--- src/rtl/ifetch_prefetch_buffer_pkg.sv ---
// Shared fetch-path constants: datapath width, default boot PC, canonical NOP and PC increment.
package ifetch_prefetch_buffer_pkg;

    localparam int          XLEN      = 32;
    localparam logic [31:0] RESET_PC  = 32'h0000_0000;
    localparam logic [31:0] INSTR_NOP = 32'h0000_0013;
    localparam int          PC_STEP   = 4;

endpackage

--- src/rtl/sync_fifo.sv ---
// Generic synchronous FIFO, registered head, one-cycle write-to-read latency.
// A push while full is accepted only together with a pop; a pop while empty is ignored.
module sync_fifo #(
    parameter int WIDTH = 32,
    parameter int DEPTH = 2
) (
    input  logic                         clk,
    input  logic                         rst,
    input  logic                         push,
    input  logic                         pop,
    input  logic                         flush,
    input  logic [WIDTH-1:0]             din,
    output logic [WIDTH-1:0]             dout,
    output logic [$clog2(DEPTH+1)-1:0]   count,
    output logic                         full,
    output logic                         empty
);

    localparam int CW = $clog2(DEPTH + 1);
    localparam int AW = (DEPTH > 1) ? $clog2(DEPTH) : 1;

    logic [WIDTH-1:0] mem [DEPTH];
    logic [AW-1:0]    rd_ptr;
    logic [AW-1:0]    wr_ptr;
    logic             do_push;
    logic             do_pop;

    assign empty   = (count == '0);
    assign full    = (count == CW'(DEPTH));
    assign do_pop  = pop && !empty;
    assign do_push = push && (!full || do_pop);
    assign dout    = mem[rd_ptr];

    // Pointers wrap naturally because DEPTH is a power of two.
    always_ff @(posedge clk) begin
        if (rst) begin
            rd_ptr <= '0;
            wr_ptr <= '0;
            count  <= '0;
            for (int i = 0; i < DEPTH; i++) begin
                mem[i] <= '0;
            end
        end else if (flush) begin
            rd_ptr <= '0;
            wr_ptr <= '0;
            count  <= '0;
        end else begin
            if (do_push) begin
                mem[wr_ptr] <= din;
                wr_ptr      <= wr_ptr + 1'b1;
            end
            if (do_pop) begin
                rd_ptr <= rd_ptr + 1'b1;
            end
            count <= count + CW'(do_push) - CW'(do_pop);
        end
    end

endmodule

--- src/rtl/ifetch_prefetch_buffer.sv ---
// Sequential prefetcher feeding decode: response-to-instr_valid latency 1 cycle, no bypass.
// Requests are credit-limited so every response has a slot; the core stalls via instr_ready.
module ifetch_prefetch_buffer #(
    parameter int                                      XLEN     = ifetch_prefetch_buffer_pkg::XLEN,
    parameter int                                      DEPTH    = 2,
    parameter logic [ifetch_prefetch_buffer_pkg::XLEN-1:0] RESET_PC = ifetch_prefetch_buffer_pkg::RESET_PC
) (
    input  logic            clk,
    input  logic            rst,
    output logic            req_valid,
    input  logic            req_ready,
    output logic [XLEN-1:0] req_addr,
    input  logic            rsp_valid,
    input  logic [XLEN-1:0] rsp_data,
    output logic            instr_valid,
    input  logic            instr_ready,
    output logic [XLEN-1:0] instr,
    output logic [XLEN-1:0] instr_pc,
    input  logic            redirect_valid,
    input  logic [XLEN-1:0] redirect_pc
);

    import ifetch_prefetch_buffer_pkg::*;

    localparam int CW = $clog2(DEPTH + 1);

    logic [XLEN-1:0] fetch_pc;
    logic [XLEN-1:0] head_pc;
    logic [CW-1:0]   outstanding;
    logic [CW-1:0]   outstanding_nxt;
    logic [CW-1:0]   discard;
    logic [CW-1:0]   fifo_count;
    logic            fifo_full;
    logic            fifo_empty;
    logic            issue;
    logic            drop;
    logic            push;
    logic            pop;

    assign req_valid = !rst && !redirect_valid && !fifo_full &&
                       (((CW+1)'(fifo_count) + (CW+1)'(outstanding)) < (CW+1)'(DEPTH));
    assign issue     = req_valid && req_ready;
    assign drop      = redirect_valid || (discard != '0);
    assign push      = rsp_valid && !drop;
    assign pop       = instr_valid && instr_ready && !redirect_valid;

    assign instr_valid = !fifo_empty;
    assign req_addr    = fetch_pc;
    assign instr_pc    = head_pc;

    assign outstanding_nxt = outstanding + CW'(issue) - CW'(rsp_valid);

    // After a redirect every request still in flight belongs to the old stream,
    // so the discard count becomes exactly the post-accounting outstanding count.
    always_ff @(posedge clk) begin
        if (rst) begin
            fetch_pc    <= RESET_PC;
            head_pc     <= RESET_PC;
            outstanding <= '0;
            discard     <= '0;
        end else begin
            outstanding <= outstanding_nxt;
            if (redirect_valid) begin
                fetch_pc <= redirect_pc;
                head_pc  <= redirect_pc;
                discard  <= outstanding_nxt;
            end else begin
                if (issue) begin
                    fetch_pc <= fetch_pc + XLEN'(PC_STEP);
                end
                if (pop) begin
                    head_pc <= head_pc + XLEN'(PC_STEP);
                end
                if (rsp_valid && (discard != '0)) begin
                    discard <= discard - 1'b1;
                end
            end
        end
    end

    sync_fifo #(
        .WIDTH (XLEN),
        .DEPTH (DEPTH)
    ) u_fifo (
        .clk   (clk),
        .rst   (rst),
        .push  (push),
        .pop   (pop),
        .flush (redirect_valid),
        .din   (rsp_data),
        .dout  (instr),
        .count (fifo_count),
        .full  (fifo_full),
        .empty (fifo_empty)
    );

    a_rsp_needs_outstanding : assert property (@(posedge clk) disable iff (rst)
        rsp_valid |-> (outstanding != '0));
    a_req_addr_aligned : assert property (@(posedge clk) disable iff (rst)
        req_addr[1:0] == 2'b00);
    a_redirect_aligned : assert property (@(posedge clk) disable iff (rst)
        redirect_valid |-> (redirect_pc[1:0] == 2'b00));

endmodule

--- config.mk ---
export PLATFORM = sky130hd
export DESIGN_NAME = ifetch_prefetch_buffer
export DESIGN_NICKNAME = d
export VERILOG_FILES = /design/src/rtl/ifetch_prefetch_buffer_pkg.sv /design/src/rtl/sync_fifo.sv /design/src/rtl/ifetch_prefetch_buffer.sv
export SDC_FILE = /design/constraint.sdc
export NUM_CORES = 1
export LEC_CHECK = 0
export CORE_MARGIN = 8
export CORE_UTILIZATION = 50
export DETAILED_ROUTE_END_ITERATION = 7
export PLACE_DENSITY = 0.81
export SYNTH_ARGS = -nofsm -noshare
export SYNTH_HDL_FRONTEND = slang
export SYNTH_HIERARCHICAL = 1
export SYNTH_SLANG_ARGS = --single-unit
export TNS_END_PERCENT = 20
--- constraint.sdc ---
create_clock -name clk -period 4.1 [get_ports clk]
set_input_delay 0.615 -clock clk [delete_from_list [all_inputs] [get_ports clk]]
set_output_delay 0.615 -clock clk [all_outputs]
set_load 0.05 [all_outputs]
==> results of run 1 <==
flip-flops by register name, indices dropped and copies added, names as in the netlist, named ones only:
name           count
outstanding        2
u_fifo/mem        64
u_fifo/wr_ptr      1
req_addr          32
u_fifo/rd_ptr      1
instr_pc          32
u_fifo/count       2
discard            2
cells in the final DEF (no fill, tap or decap), drive strengths merged, types with 10 or more instances in the layout:
master and instances:
nand3 25, clkdlybuf4s50 165, nor3 10, mux2 35, xor2 15, nand4 23, o22ai 10, dfxtp 73
edfxtp 64, a31oi 16, xnor2 27, nor4 18, clkbuf 20, nor2 43, nand2 55, a21oi 28
buf 15, and2 74, a211oi 12
per-stage QoR:
stage	power [mW]	hold WS (ns)	instance area (sq um)	cells	setup WS (ns)
after floorplan	1.97	0.496	6930	676	0.861
after global placement	2.21	0.445	8660	996	0.918
after detailed placement	2.23	0.454	8660	996	0.850
after CTS	3.59	0.461	9200	1028	0.891
after global routing	3.69	0.482	9200	1028	0.644
final	3.57	0.454	9200	1028	0.875
power groups by stage:
stage	Combinational, mW	Sequential [mW]	Clock, mW
4_1_cts	0.628	1.58	1.39
3_3_place_gp	0.612	1.60	0
5_1_grt	0.662	1.59	1.44
6_report	0.626	1.58	1.37
2_1_floorplan	0.253	1.72	0
3_5_place_dp	0.624	1.60	0
routing by layer:
layer	global-route usage (%)	wire [microns]
met4	10.5	644
met3	7.27	1750
met5	0	13
met1	26.6	8160
met2	35.0	9260
cell families after synthesis:
family	count (synthesis)	share of synthesized area (%)
buffers and inverters	50	4.39
xor gates and xnor gates	42	5.31
adders and majority gates	7	1.37
DFF	137	48.8
AOI/OAI and AO/OA	103	9.55
muxes	39	6.27
and+or+nand+nor	298	24.3
worst register-to-register path: stages, from the launching register on:
cell,delay [ns]
dfxtp_1,0.49
and2_1,0.20
fa_1,0.43
or4b_4,0.59
nor2_1,0.11
buf_4,0.18
inv_1,0.08
ha_1,0.27
inv_1,0.06
ha_1,0.14
xor2_1,0.18
xnor2_1,0.15
nor2_1,0.08
nand2_1,0.08
o21ai_0,0.07
layout make-up:
class / count / area [sq um]
clock inverter: 12 / 78.8
fill: 1064 / 4520
sequential: 137 / 3380
multi-input combinational: 489 / 3240
tap: 180 / 225
clock buffer: 20 / 457
timing repair buffer: 180 / 1770
inverter: 10 / 37.5
worst max path at each step:
stage	from	end	slack, ns
floorplan	u_fifo/count[0]	discard[1]	0.86
global placement	instr_ready	u_fifo/mem[0][2]	0.92
detailed placement	instr_ready	u_fifo/mem[0][1]	0.85
CTS	u_fifo/count[0]	discard[1]	0.89
global route	u_fifo/count[0]	discard[1]	0.64
finish	u_fifo/count[0]	discard[1]	0.87
==> summary.md, run 1 <==
| Metric | Value |
|---|---|
| Area contributors post-synth | edfxtp_1 (28%), dfxtp_1 (21%), and2_1 (6.7%) |
| All-Layer GR Usage | between 20 and 25% |
| CTS tree | yes |
| Hold path endpoint | instr_pc[0] |
| Final Setup Violations | 0 |
| Int Power | approximately 2.5 mW |
| Post-synth net total | around 750 |
| Worst reg2reg endpoint | discard[1] |
| Initial core utilization | 50.5% |
| Cts hold-fix bufs | 0 |
| Worst EP required | 4.40 ns |
| Max-Cap Viols | 0 |
| CP delay by family, top | simple AND/OR/NAND/NOR gates |
| Worst path slowest cell | or4b_4 |
| RePlAce Congestion | between 0.8 and 0.9 |
| GR Overflow Total | 0 |
| Yosys cell types | 59 |
| ANT nets after route | 0 |
| Tcrit/Tclk final | 78.7% |
| Main synth FF type | dfxtp_1 |
| Cell with the most instances after synthesis | and2_1 |
| Vias per inst | 5.74 |
| FF+latch count, synth | 137 |
| H-tree depth | 4 |
| First-pass GRT wire length | 31400 microns |
| Number of global-route vias before repair | 5986 |
| Crit path launch type | flip-flop |
| F_max | 310 MHz |
| Vias | roughly 6000 |
| Synth top area share | 27.7% |
| Diodes inserted | 0 |
| CTS Buf Count | 17 |
| Hold_sp | instr_pc[0] |
| Worst hold path class | flip-flop to flip-flop |
| PortBufs | 167 |
| Register-to-Register Setup Slack | 0.87 ns |
| Post-Route WL | between 15000 and 20000 microns |
| Worst path depth | 14 |
| NetSw | just over 1 mW |
| Clock Power Share | 38.3% |
| Tmin final | roughly 3.2 ns |
| Area Overhead vs Synth | 32.7% |
| Net count, final | 912 |
| Ys Warns | 6 |
| Part of the power in registers | 44.2% |
| Setup TNS | 0 ns |
| Synth Cell Area | just under 7000 sq um |
| Critical Path End Type | flip-flop |
| CTS clock-pin slew for the worst setup and hold paths | roughly 0.060 ns |
| Std-Cell Rows | 43 |
| CTS root buf | clkbuf_16 |
| Largest net degree at the start of global routing | 39 |
| Synth area leader | edfxtp_1 |
| Register-to-Register Path Depth | 14 |
| Relative slew slack | 52.6% |
| Max-slew violations | 0 |
| TritonCTS Sinks | 137 |
| Worst Tran Pin Value | 0.705 ns |
| Switching Share | between 20 and 30% |
| Synth cell count leaders | and2_1 (74), dfxtp_1 (73), edfxtp_1 (64) |
| CP Data Arrival Time | between 3 and 4 ns |
| Skew final | 0.00494 ns |
| Clock buffer depth | 2 |
| Clk Latency, worst-skew pair | 0.41 ns |
| Die height | around 130 microns |
| Die area | 17900 sq um |
| DRC errors left | 0 |
| Reg2Reg Launch Point | u_fifo/count[0] |
| EDFF count, synth | 64 |
| Max incr delay on CP | 0.59 ns |
| Drt pass-1 iters | 5 |
| Maximum vdd ir drop | ~0.00021 V |
| Gate power share | about 18% |
| Asr flop ratio synth | 0% |
| Unrepaired setup endpoints after global routing | no |
| Share of layout cells above drive strength 1 | between 10% and 20% |
| Initial detailed-routing violation count | 665 |
| Outcome | finished, final reports clean |
| Syn_area_per_cell | 10.3 sq um |
| Bufs and invs on worst path | 3 |
| Resized Gates After CTS | 0 |
| Cells after synthesis | ~680 |
| Final hold vios | 0 |
| Pwr per Cell Area | around 390 nW/um^2 |
| Cell depth of the worst hold path | 2 |
| Register area share after synthesis | 48.8% |
| Post-DP HPWL | 14300 microns |
| Final design utilization | 67.0% |
| Critical path cell sequence | and2_1, fa_1, or4b_4, nor2_1, buf_4, inv_1, ha_1, inv_1, ha_1, xor2_1, xnor2_1, nor2_1, nand2_1, o21ai_0 |
| Routed wire per std cell | 19.3 microns |
| I/O Pins | around 170 |
| Core Region | 13700 sq um |
| Crit path max fanout | 11 |
| Post-CTS Setup Bufs | 0 |
| Die width | between 100 and 150 microns |
| Initial antenna violation count | 1 |
| Classification of the worst setup path | flip-flop to flip-flop |
| LEAKAGE | 3.25 nW |
Power figures use the tool's default switching activity.
==> run 2: changes to the inputs <==
--- a/config.mk
+++ b/config.mk
@@ -6,9 +6,9 @@
 export NUM_CORES = 1
 export LEC_CHECK = 0
 export CORE_MARGIN = 8
-export CORE_UTILIZATION = 50
+export CORE_UTILIZATION = 45
 export DETAILED_ROUTE_END_ITERATION = 7
-export PLACE_DENSITY = 0.81
+export PLACE_DENSITY = 0.77
 export SYNTH_ARGS = -nofsm -noshare
 export SYNTH_HDL_FRONTEND = slang
 export SYNTH_HIERARCHICAL = 1
==> constraint.sdc (replaced) <==
create_clock -name clk -period 2.9 [get_ports clk]
set_input_delay 0.435 -clock clk [delete_from_list [all_inputs] [get_ports clk]]
set_output_delay 0.435 -clock clk [all_outputs]
set_load 0.05 [all_outputs]
==> run 2 against run 1 <==
Clock skew grew 0.0019 ns; critical path depth shrank 7; non-clock buffer count rose by 5; utilization shrank 5.6 points; total power rose by 54%; via count decreased by 0.76%; sequential share of layout area shrank 0.40 points; final cell count rose by 1.2%; register-to-register slack got worse by 0.75 ns; first-iteration DRC count fell by 32%; fmax is 16% higher; largest power group is now clock.
==> summary.md, run 2 (synthesized netlist as in run 1, its figures left out) <==
| Metric | Value |
|---|---|
| Register-to-Register Setup Slack | 0.12 ns (was 0.87 ns) |
| Die area | 19600 sq um (was 17900 sq um) |
| Pwr per Cell Area | 592 nW/um^2 (was 388 nW/um^2) |
| PortBufs | 167 (unchanged) |
| LEAKAGE | 3.39 nW (was 3.25 nW) |
| Multi-input logic area | 3250 sq um (was 3240 sq um) |
| Cts hold-fix bufs | 0 (unchanged) |
| CTS tree | yes (unchanged) |
| Worst Tran Pin Value | 0.783 ns (was 0.705 ns) |
| Clock Power Share | 43.7% (was 38.3%) |
| Initial detailed-routing violation count | 454 (was 665) |
| Post-DP HPWL | 14000 microns (was 14300 microns) |
| Final Setup Violations | 0 (unchanged) |
| Maximum vdd ir drop | 0.000458 V (was 0.000215 V) |
| Leading cell type in the layout, fill and taps excluded | clkdlybuf4s50_1 (unchanged) |
| Clock buffer depth | 2 (unchanged) |
| Initial antenna violation count | 2 (was 1) |
| Placed insts | 1009 (was 996) |
| RePlAce Congestion | 0.882 (was 0.895) |
| Switching Share | 26.2% (was 28.6%) |
| Worst reg2reg endpoint | req_addr[14] (was discard[1]) |
| Post-Route WL | 20000 microns (was 19800 microns) |
| Core Region | 15100 sq um (was 13700 sq um) |
| CTS clock-pin slew for the worst setup and hold paths | 0.06 ns (about the same) |
| Number of global-route vias before repair | 5853 (was 5986) |
| Max-Cap Viols | 0 (unchanged) |
| Die width | 140 microns (was 134 microns) |
| Std-Cell Rows | 45 (was 43) |
| Post-CTS Setup Bufs | 0 (unchanged) |
| Crit path max fanout | 11 (unchanged) |
| Fillers | 1227 (was 1064) |
| NetSw | 1.45 mW (was 1.02 mW) |
| Largest net degree at the start of global routing | 71 (was 39) |
| CP Data Arrival Time | 3.12 ns (was 3.52 ns) |
| Int Power | 4.07 mW (was 2.55 mW) |
| Vias per inst | 5.63 (was 5.74) |
| Total Power | 5.52 mW (was 3.57 mW) |
| Initial core utilization | 45.7% (was 50.5%) |
| Hold path endpoint | u_fifo/wr_ptr (was instr_pc[0]) |
| Classification of the worst setup path | flip-flop to flip-flop (unchanged) |
| CTS Buf Count | 17 (unchanged) |
| First-pass GRT wire length | 31300 microns (was 31400 microns) |
| Reg2Reg Launch Point | u_fifo/count[0] (unchanged) |
| Top reg by flops | u_fifo/mem (unchanged) |
| Fin cells | 1040 (was 1028) |
| F_max | 360 MHz (was 310 MHz) |
| Gate power share | 15.9% (was 17.5%) |
| Relative slew slack | 47.8% (was 52.6%) |
| Final hold vios | 0 (unchanged) |
| Max-slew violations | 0 (unchanged) |
| TritonCTS Sinks | 137 (unchanged) |
| Max FFs per register | 64 (unchanged) |
| Part of the power in registers | 40.4% (was 44.2%) |
| Register area | 3390 sq um (was 3380 sq um) |
| Outcome | finished, final reports clean (unchanged) |
| DRC errors left | 0 (unchanged) |
| All-Layer GR Usage | 20.3% (was 22.1%) |
| Critical Path End Type | flip-flop (unchanged) |
| Commonest cells after routing, fill and taps aside | clkdlybuf4s50_1 (133), and2_1 (74), dfxtp_1 (72) (was clkdlybuf4s50_1 (165), and2_1 (74), dfxtp_1 (73)) |
| GR Overflow Total | 0 (unchanged) |
| ANT nets after route | 0 (unchanged) |
| H-tree depth | 4 (unchanged) |
| Hold_sp | rst (was instr_pc[0]) |
| Unrepaired setup endpoints after global routing | yes (was no) |
| Net count, final | 917 (was 912) |
| Worst hold path class | input pin to flip-flop (was flip-flop to flip-flop) |
| Cell depth of the worst hold path | 3 (was 2) |
| Worst EP required | 3.24 ns (was 4.40 ns) |
| Tmin final | 2.78 ns (was 3.23 ns) |
| I/O Pins | 168 (unchanged) |
| Die height | 140 microns (was 134 microns) |
| CTS root buf | clkbuf_16 (unchanged) |
| Vias | 5854 (was 5899) |
| Crit path launch type | flip-flop (unchanged) |
| Skew final | 0.00684 ns (was 0.00494 ns) |
| Area Overhead vs Synth | 34.3% (was 32.7%) |
| Diodes inserted | 0 (unchanged) |
| Share of layout cells above drive strength 1 | 15.4% (was 10.7%) |
| Clk Latency, worst-skew pair | 0.42 ns (was 0.41 ns) |
| Drt pass-1 iters | 5 (unchanged) |
| Register-to-Register Path Depth | 7 (was 14) |
| Tcrit/Tclk final | 95.7% (was 78.7%) |
| Routed wire per std cell | 19.3 microns (about the same) |
==> run 2: cell count changes in the layout (fill, tap and decap cells not counted), moves of 2 or more <==
cell and change:
clkdlybuf4s50_1 -32, clkinvlp_4 -4, clkinv_2 -3, inv_2 +2, bufinv_16 +6, clkbuf_8 -2
buf_4 +36
==> run 2: per-layer routing <==
| metal | GRT usage (%) | share of wire (%) |
|---|---|---|
| met1 | 24.0 | 42 |
| met2 | 32.9 | 46 |
| met3 | 7.75 | 8.9 |
| met4 | 7.37 | 2.4 |
| met5 | 0 | 0.12 |
==> run 2: how the worst max path moves through the flow <==
stage	startpoint	end	slack (ns)	cells after the start
floorplan	u_fifo/count[0]	discard[1]	-0.07	15
global placement	instr_ready	u_fifo/mem[0][22]	0.12	6
detailed placement	instr_ready	u_fifo/mem[0][22]	0.09	6
CTS	u_fifo/count[0]	req_addr[16]	0.13	7
global route	u_fifo/count[0]	discard[1]	-0.00009	13
finish	u_fifo/count[0]	req_addr[14]	0.12	7
==> run 2: through the flow <==
stage	instance area [sq um]	setup TNS (ns)	setup WS [ns]	util [%]	hold WS [ns]
after floorplan	6960	-0.117	-0.0738	-	0.496
after global placement	8650	0	0.125	57.1	0.441
after detailed placement	8650	0	0.0931	57.1	0.451
after CTS	9310	0	0.132	61.5	0.392
after global routing	9310	-0.0000919	-0.0000919	61.5	0.415
final	9310	0	0.125	61.5	0.407
==> run 2: layout make-up <==
class                   count  share of cell area (%)
clock inverters            13                    2.43
flip-flops and latches    137                    36.4
inverters                  10                   0.403
multi-input cells         489                    34.9
well taps                 188                    2.53
clock buffers              18                    4.61
repair buffers            185                    18.7
==> run 2: worst max-delay path, stage by stage, from the launching register on <==
cell,delay (ns)
dfxtp_4,0.34
and2_1,0.14
fa_1,0.45
or4b_4,0.58
or3_4,0.45
nor4_1,0.24
mux2_2,0.37
a21oi_1,0.13
==> run 2: what timing repair did <==
| action | CTS | global route |
|---|---|---|
| hold endpoints to repair | 0 | 0 |
| resized for setup | 0 | 0 |
| setup endpoints to repair | 0 | 1 |
==> run 2: power groups by stage <==
stage	combinational [mW]	sequential [mW]	clock (mW)
floorplan	0.363	2.43	0
global placement	0.874	2.26	0
detailed placement	0.876	2.26	0
CTS	0.883	2.23	2.43
global route	0.932	2.24	2.52
finish	0.878	2.23	2.41
==> run 3: changes to the inputs <==
--- a/config.mk
+++ b/config.mk
@@ -7,6 +7,7 @@
 export LEC_CHECK = 0
 export CORE_MARGIN = 8
 export CORE_UTILIZATION = 45
+export CTS_BUF_LIST = sky130_fd_sc_hd__clkbuf_16
 export DETAILED_ROUTE_END_ITERATION = 7
 export PLACE_DENSITY = 0.77
 export SYNTH_ARGS = -nofsm -noshare
==> run 3 against run 2 <==
First-iteration DRC count unchanged; count of clock-buffer cells in the layout fell by 1; final area did not move; global-route usage stayed put; die area unchanged; clock power barely moved; worst hold slack hardly changed; routed wire length hardly changed; critical endpoint unchanged; highest routed layer unchanged.
==> summary.md, run 3 (synthesized netlist as in run 1, its figures left out) <==
| Metric | Value |
|---|---|
| CP Data Arrival Time | 3.12 ns (about the same) |
| Critical path cell sequence | and2_1, fa_1, or4b_4, or3_4, nor4_1, mux2_2, a21oi_1 (unchanged) |
| Max-slew violations | 0 (unchanged) |
| Initial antenna violation count | 2 (unchanged) |
| Initial core utilization | 45.7% (unchanged) |
| Post-Route WL | 20000 microns (about the same) |
| Die height | 140 microns (unchanged) |
| LEAKAGE | 3.40 nW (was 3.39 nW) |
| PortBufs | 167 (unchanged) |
| Critical Path End Type | flip-flop (unchanged) |
| I/O Pins | 168 (unchanged) |
| Diodes inserted | 0 (unchanged) |
| RePlAce Congestion | 0.882 (unchanged) |
| Max FFs per register | 64 (unchanged) |
| Worst Tran Pin Value | 0.785 ns (was 0.783 ns) |
| Routed wire per std cell | 19.3 microns (about the same) |
| Initial detailed-routing violation count | 454 (unchanged) |
| Relative slew slack | 47.7% (was 47.8%) |
| Share of layout cells above drive strength 1 | 15.4% (unchanged) |
| Bufs and invs on worst path | 0 (unchanged) |
| Drt pass-1 iters | 5 (unchanged) |
| CTS root buf | clkbuf_16 (unchanged) |
| Worst hold path class | input pin to flip-flop (unchanged) |
| CP delay by family, top | simple AND/OR/NAND/NOR gates (unchanged) |
| Crit path max fanout | 11 (unchanged) |
| H-tree depth | 4 (unchanged) |
| Top reg by flops | u_fifo/mem (unchanged) |
| Fin cells | 1040 (unchanged) |
| Crit path launch type | flip-flop (unchanged) |
| Maximum vdd ir drop | 0.000459 V (was 0.000458 V) |
| First-pass GRT wire length | 31300 microns (unchanged) |
| Die area | 19600 sq um (unchanged) |
| DRC errors left | 0 (unchanged) |
| Classification of the worst setup path | flip-flop to flip-flop (unchanged) |
| Post-DP HPWL | 14000 microns (unchanged) |
| Worst EP required | 3.24 ns (about the same) |
| Setup TNS | 0 ns (unchanged) |
| CTS Buf Count | 17 (unchanged) |
| Tmin final | 2.78 ns (unchanged) |
| Skew final | 0.00683 ns (was 0.00684 ns) |
| Critical path launch point | u_fifo/count[0] (unchanged) |
| Outcome | finished, final reports clean (unchanged) |
| Net count, final | 917 (unchanged) |
| Placed insts | 1009 (unchanged) |
| CTS clock-pin slew for the worst setup and hold paths | 0.06 ns (about the same) |
| Clock buffer depth | 2 (unchanged) |
| Vias per inst | 5.63 (about the same) |
| Unrepaired setup endpoints after global routing | yes (unchanged) |
| Number of global-route vias before repair | 5853 (unchanged) |
| GR Overflow Total | 0 (unchanged) |
| Max incr delay on CP | 0.58 ns (about the same) |
| Worst path slowest cell | or4b_4 (unchanged) |
| CTS tree | yes (unchanged) |
| ANT nets after route | 0 (unchanged) |
| All-Layer GR Usage | 20.3% (unchanged) |
| Leading cell type in the layout, fill and taps excluded | clkdlybuf4s50_1 (unchanged) |
| Reg2Reg Launch Point | u_fifo/count[0] (unchanged) |
| Largest net degree at the start of global routing | 71 (unchanged) |
| Std-Cell Rows | 45 (unchanged) |
| Pwr per Cell Area | 592 nW/um^2 (about the same) |
| Fillers | 1227 (unchanged) |
| Tcrit/Tclk final | 95.7% (unchanged) |
| F_max | 360 MHz (about the same) |
| Max-Cap Viols | 0 (unchanged) |
| Final Setup Violations | 0 (unchanged) |
| Die width | 140 microns (unchanged) |
| Hold_sp | rst (unchanged) |
| Final hold vios | 0 (unchanged) |
| Clk Latency, worst-skew pair | 0.42 ns (about the same) |
| Area Overhead vs Synth | 34.3% (unchanged) |
| Core Region | 15100 sq um (unchanged) |
| Resized Gates After CTS | 0 (unchanged) |
| Vias | 5860 (was 5854) |
| TritonCTS Sinks | 137 (unchanged) |
| Commonest cells after routing, fill and taps aside | clkdlybuf4s50_1 (133), and2_1 (74), dfxtp_1 (72) (unchanged) |
run 3: cell count changes in the layout (fill, tap and decap cells not counted), sizes merged:
cell    before  now
clkbuf      18   17
inv         10   11
run 3: cell type report:
class,instances,area (sq um),area share [%]
Clock buffer,17,425,4.57
Sequential cell,137,3390,36.4
Timing Repair Buffer,185,1740,18.7
Clock inverter,14,230,2.47
Inverter,10,37.5,0.403
Multi-Input combinational cell,489,3250,34.9
Tap cell,188,235,2.53
run 3: path summary, 6_finish.rpt:
check,cells after the start,endpoint,slack [ns]
hold reg to reg,2,instr_pc[0],0.46
setup reg to reg,7,req_addr[14],0.12
setup / recovery,7,req_addr[14],0.12
hold / removal,3,u_fifo/wr_ptr,0.41
run 3: stage by stage:
stage          worst slack [ns]  utilization [%]  instance area [sq um]  hold WS [ns]  power, mW
2_1_floorplan           -0.0738                -                   6960         0.496       2.79
3_3_place_gp              0.125             57.1                   8650         0.441       3.13
3_5_place_dp             0.0931             57.1                   8650         0.451       3.14
4_1_cts                   0.132             61.5                   9310         0.392       5.54
5_1_grt              -0.0000919             61.5                   9310         0.415       5.69
6_report                  0.125             61.5                   9310         0.407       5.51
run 3: worst min-delay path: cells and delay by family:
family,cells,cell delay [ns]
simple gates,1,0.15
compound gates,1,0.05
buf+inv,1,0.13
run 3: power breakdown:
part | internal (mW) | switching (mW) | leakage, nW
Clock | 1.60 | 0.808 | 0.318
Combinational | 0.338 | 0.540 | 1.81
Sequential | 2.13 | 0.0968 | 1.27
run 3: what timing repair did:
action / in CTS / in global routing
endpoints found under the setup margin: 0 / 1
buffers inserted: 0 / 0
hold buffers: 0 / 0
run 3: routing by layer:
metal	track usage, %	vias to the layer above	wire length, microns
met4	7.37	4	487
li1	-	2794	-
met1	24.0	2775	8390
met5	0	-	24
met3	7.75	33	1860
met2	32.9	254	9270
==> patch, RTL diff (flow settings as in run 2) <==
`DEPTH` is set to 2 in 2 places; all go to 8.
--- a/src/rtl/sync_fifo.sv
+++ b/src/rtl/sync_fifo.sv
@@ -2,7 +2,7 @@
 // A push while full is accepted only together with a pop; a pop while empty is ignored.
 module sync_fifo #(
     parameter int WIDTH = 32,
-    parameter int DEPTH = 2
+    parameter int DEPTH = 8
 ) (
     input  logic                         clk,
     input  logic                         rst,
--- a/src/rtl/ifetch_prefetch_buffer.sv
+++ b/src/rtl/ifetch_prefetch_buffer.sv
@@ -2,7 +2,7 @@
 // Requests are credit-limited so every response has a slot; the core stalls via instr_ready.
 module ifetch_prefetch_buffer #(
     parameter int                                      XLEN     = ifetch_prefetch_buffer_pkg::XLEN,
-    parameter int                                      DEPTH    = 2,
+    parameter int                                      DEPTH    = 8,
     parameter logic [ifetch_prefetch_buffer_pkg::XLEN-1:0] RESET_PC = ifetch_prefetch_buffer_pkg::RESET_PC
 ) (
     input  logic            clk,
Check against the original RTL: not equivalent (a bounded check fails within 4 cycles, from zero or initial values and one cycle with rst high).
==> patch against run 2 <==
Synthesized area increased by 130%; critical path depth is 7 higher; wire length up 110%; worst setup slack got worse by 0.12 ns; fmax fell by 4.1%; core utilization down 4.3 points; clock skew grew 0.0081 ns; power increased by 110%; sequential cell count up 204; global-route usage shrank 0.97 points; final area is 120% higher; die area increased by 110%; critical path type unchanged; critical endpoint is now discard[1]$_SDFFE_PP0P_; largest power group is now sequential cells.
==> patch: results (changes against run 2) <==
INFO  metric yosysSeqAreaShare = 58.4% (+9.6 points)
INFO  metric global_route.usage.met1 = 25.1% (+1.1 points)
INFO  metric maxUsedRoutingLayer = met4
INFO  metric timing_worst_slew_pin_value = 1.01 ns (+0.232 ns)
INFO  metric final_clock_skew = 0.0149 ns (+0.00810 ns)
INFO  metric post_dp_hpwl = 26900 microns (+92%)
INFO  metric pin_count_of_the_biggest_net_entering_global_routing = 67 (-5.6%)
INFO  metric placed_area = 19100 sq um (+120%)
INFO  metric synth.lib_cells_used.distinct = 66 (+12%)
INFO  metric m1WireLength = 16200 microns (+91%)
INFO  metric postRouteWirelength = 41500 microns (+110%)
INFO  metric post_synth_main_area_contributors = edfxtp_1, dfxtp_1, mux4_2
INFO  metric result_of_the_run = complete, no violations
INFO  metric portion_of_netlist_area_occupied_by_mux_cells = 11.8% (+5.5 points)
INFO  metric regToRegSetupSlack = 0.007 ns (-0.12 ns)
INFO  metric drt_first_iter_violations = 1047 (+130%)
INFO  metric total_leakage_power = 0.00681 uW (+100%)
INFO  metric worst_setup_path_startpoint = u_fifo/count[2]$_SDFF_PP0_
INFO  metric grt_first_pass_wirelength = 63900 microns (+100%)
INFO  metric max_reg_flops = 256 (+300%)
INFO  metric grt.met2_usage = 33.3% (+0.40 points)
INFO  metric global_route.usage.total = 19.3% (-0.97 points)
INFO  metric met3_usage = 2.94% (-4.8 points)
INFO  metric worstHoldStart = req_addr[1]$_SDFFE_PP0P_
INFO  metric via_count_normalized_by_instance_count = 5.68 (+0.95%)
INFO  metric crit_path_max_fanout = 4 (-7)
## patch: cell type report
cell class / count / area, sq um
Fill cell: 2751 / 15200
Timing Repair Buffer: 227 / 2770
Inverter: 29 / 109
Tap cell: 461 / 577
Multi-Input combinational cell: 878 / 6290
Clock buffer: 44 / 941
Sequential cell: 341 / 9400
Clock inverter: 20 / 164
## patch: report_power, final
part	leakage [uW]	internal (uW)	switching, uW
Combinational	0.00292	708	965
Clock	0.000537	2440	1900
Sequential	0.00335	5470	152
## patch: metrics by stage
stage	total power, uW	hold WS [ns]	cells	setup WS (ns)
after global placement	7330	0.444	1934	-0.0290
after floorplan	6660	0.453	1335	-0.107
after global routing	12000	0.481	2000	-0.0666
after CTS	11700	0.454	1998	0.0105
final	11600	0.452	2000	0.00743
after detailed placement	7370	0.447	1934	-0.0788
## patch: repair_timing
item	CTS	global route
pin swaps	0	3
resized for setup	2	12
setup buffers	0	2
setup endpoints to repair	6	18
endpoints found under the hold margin	0	0
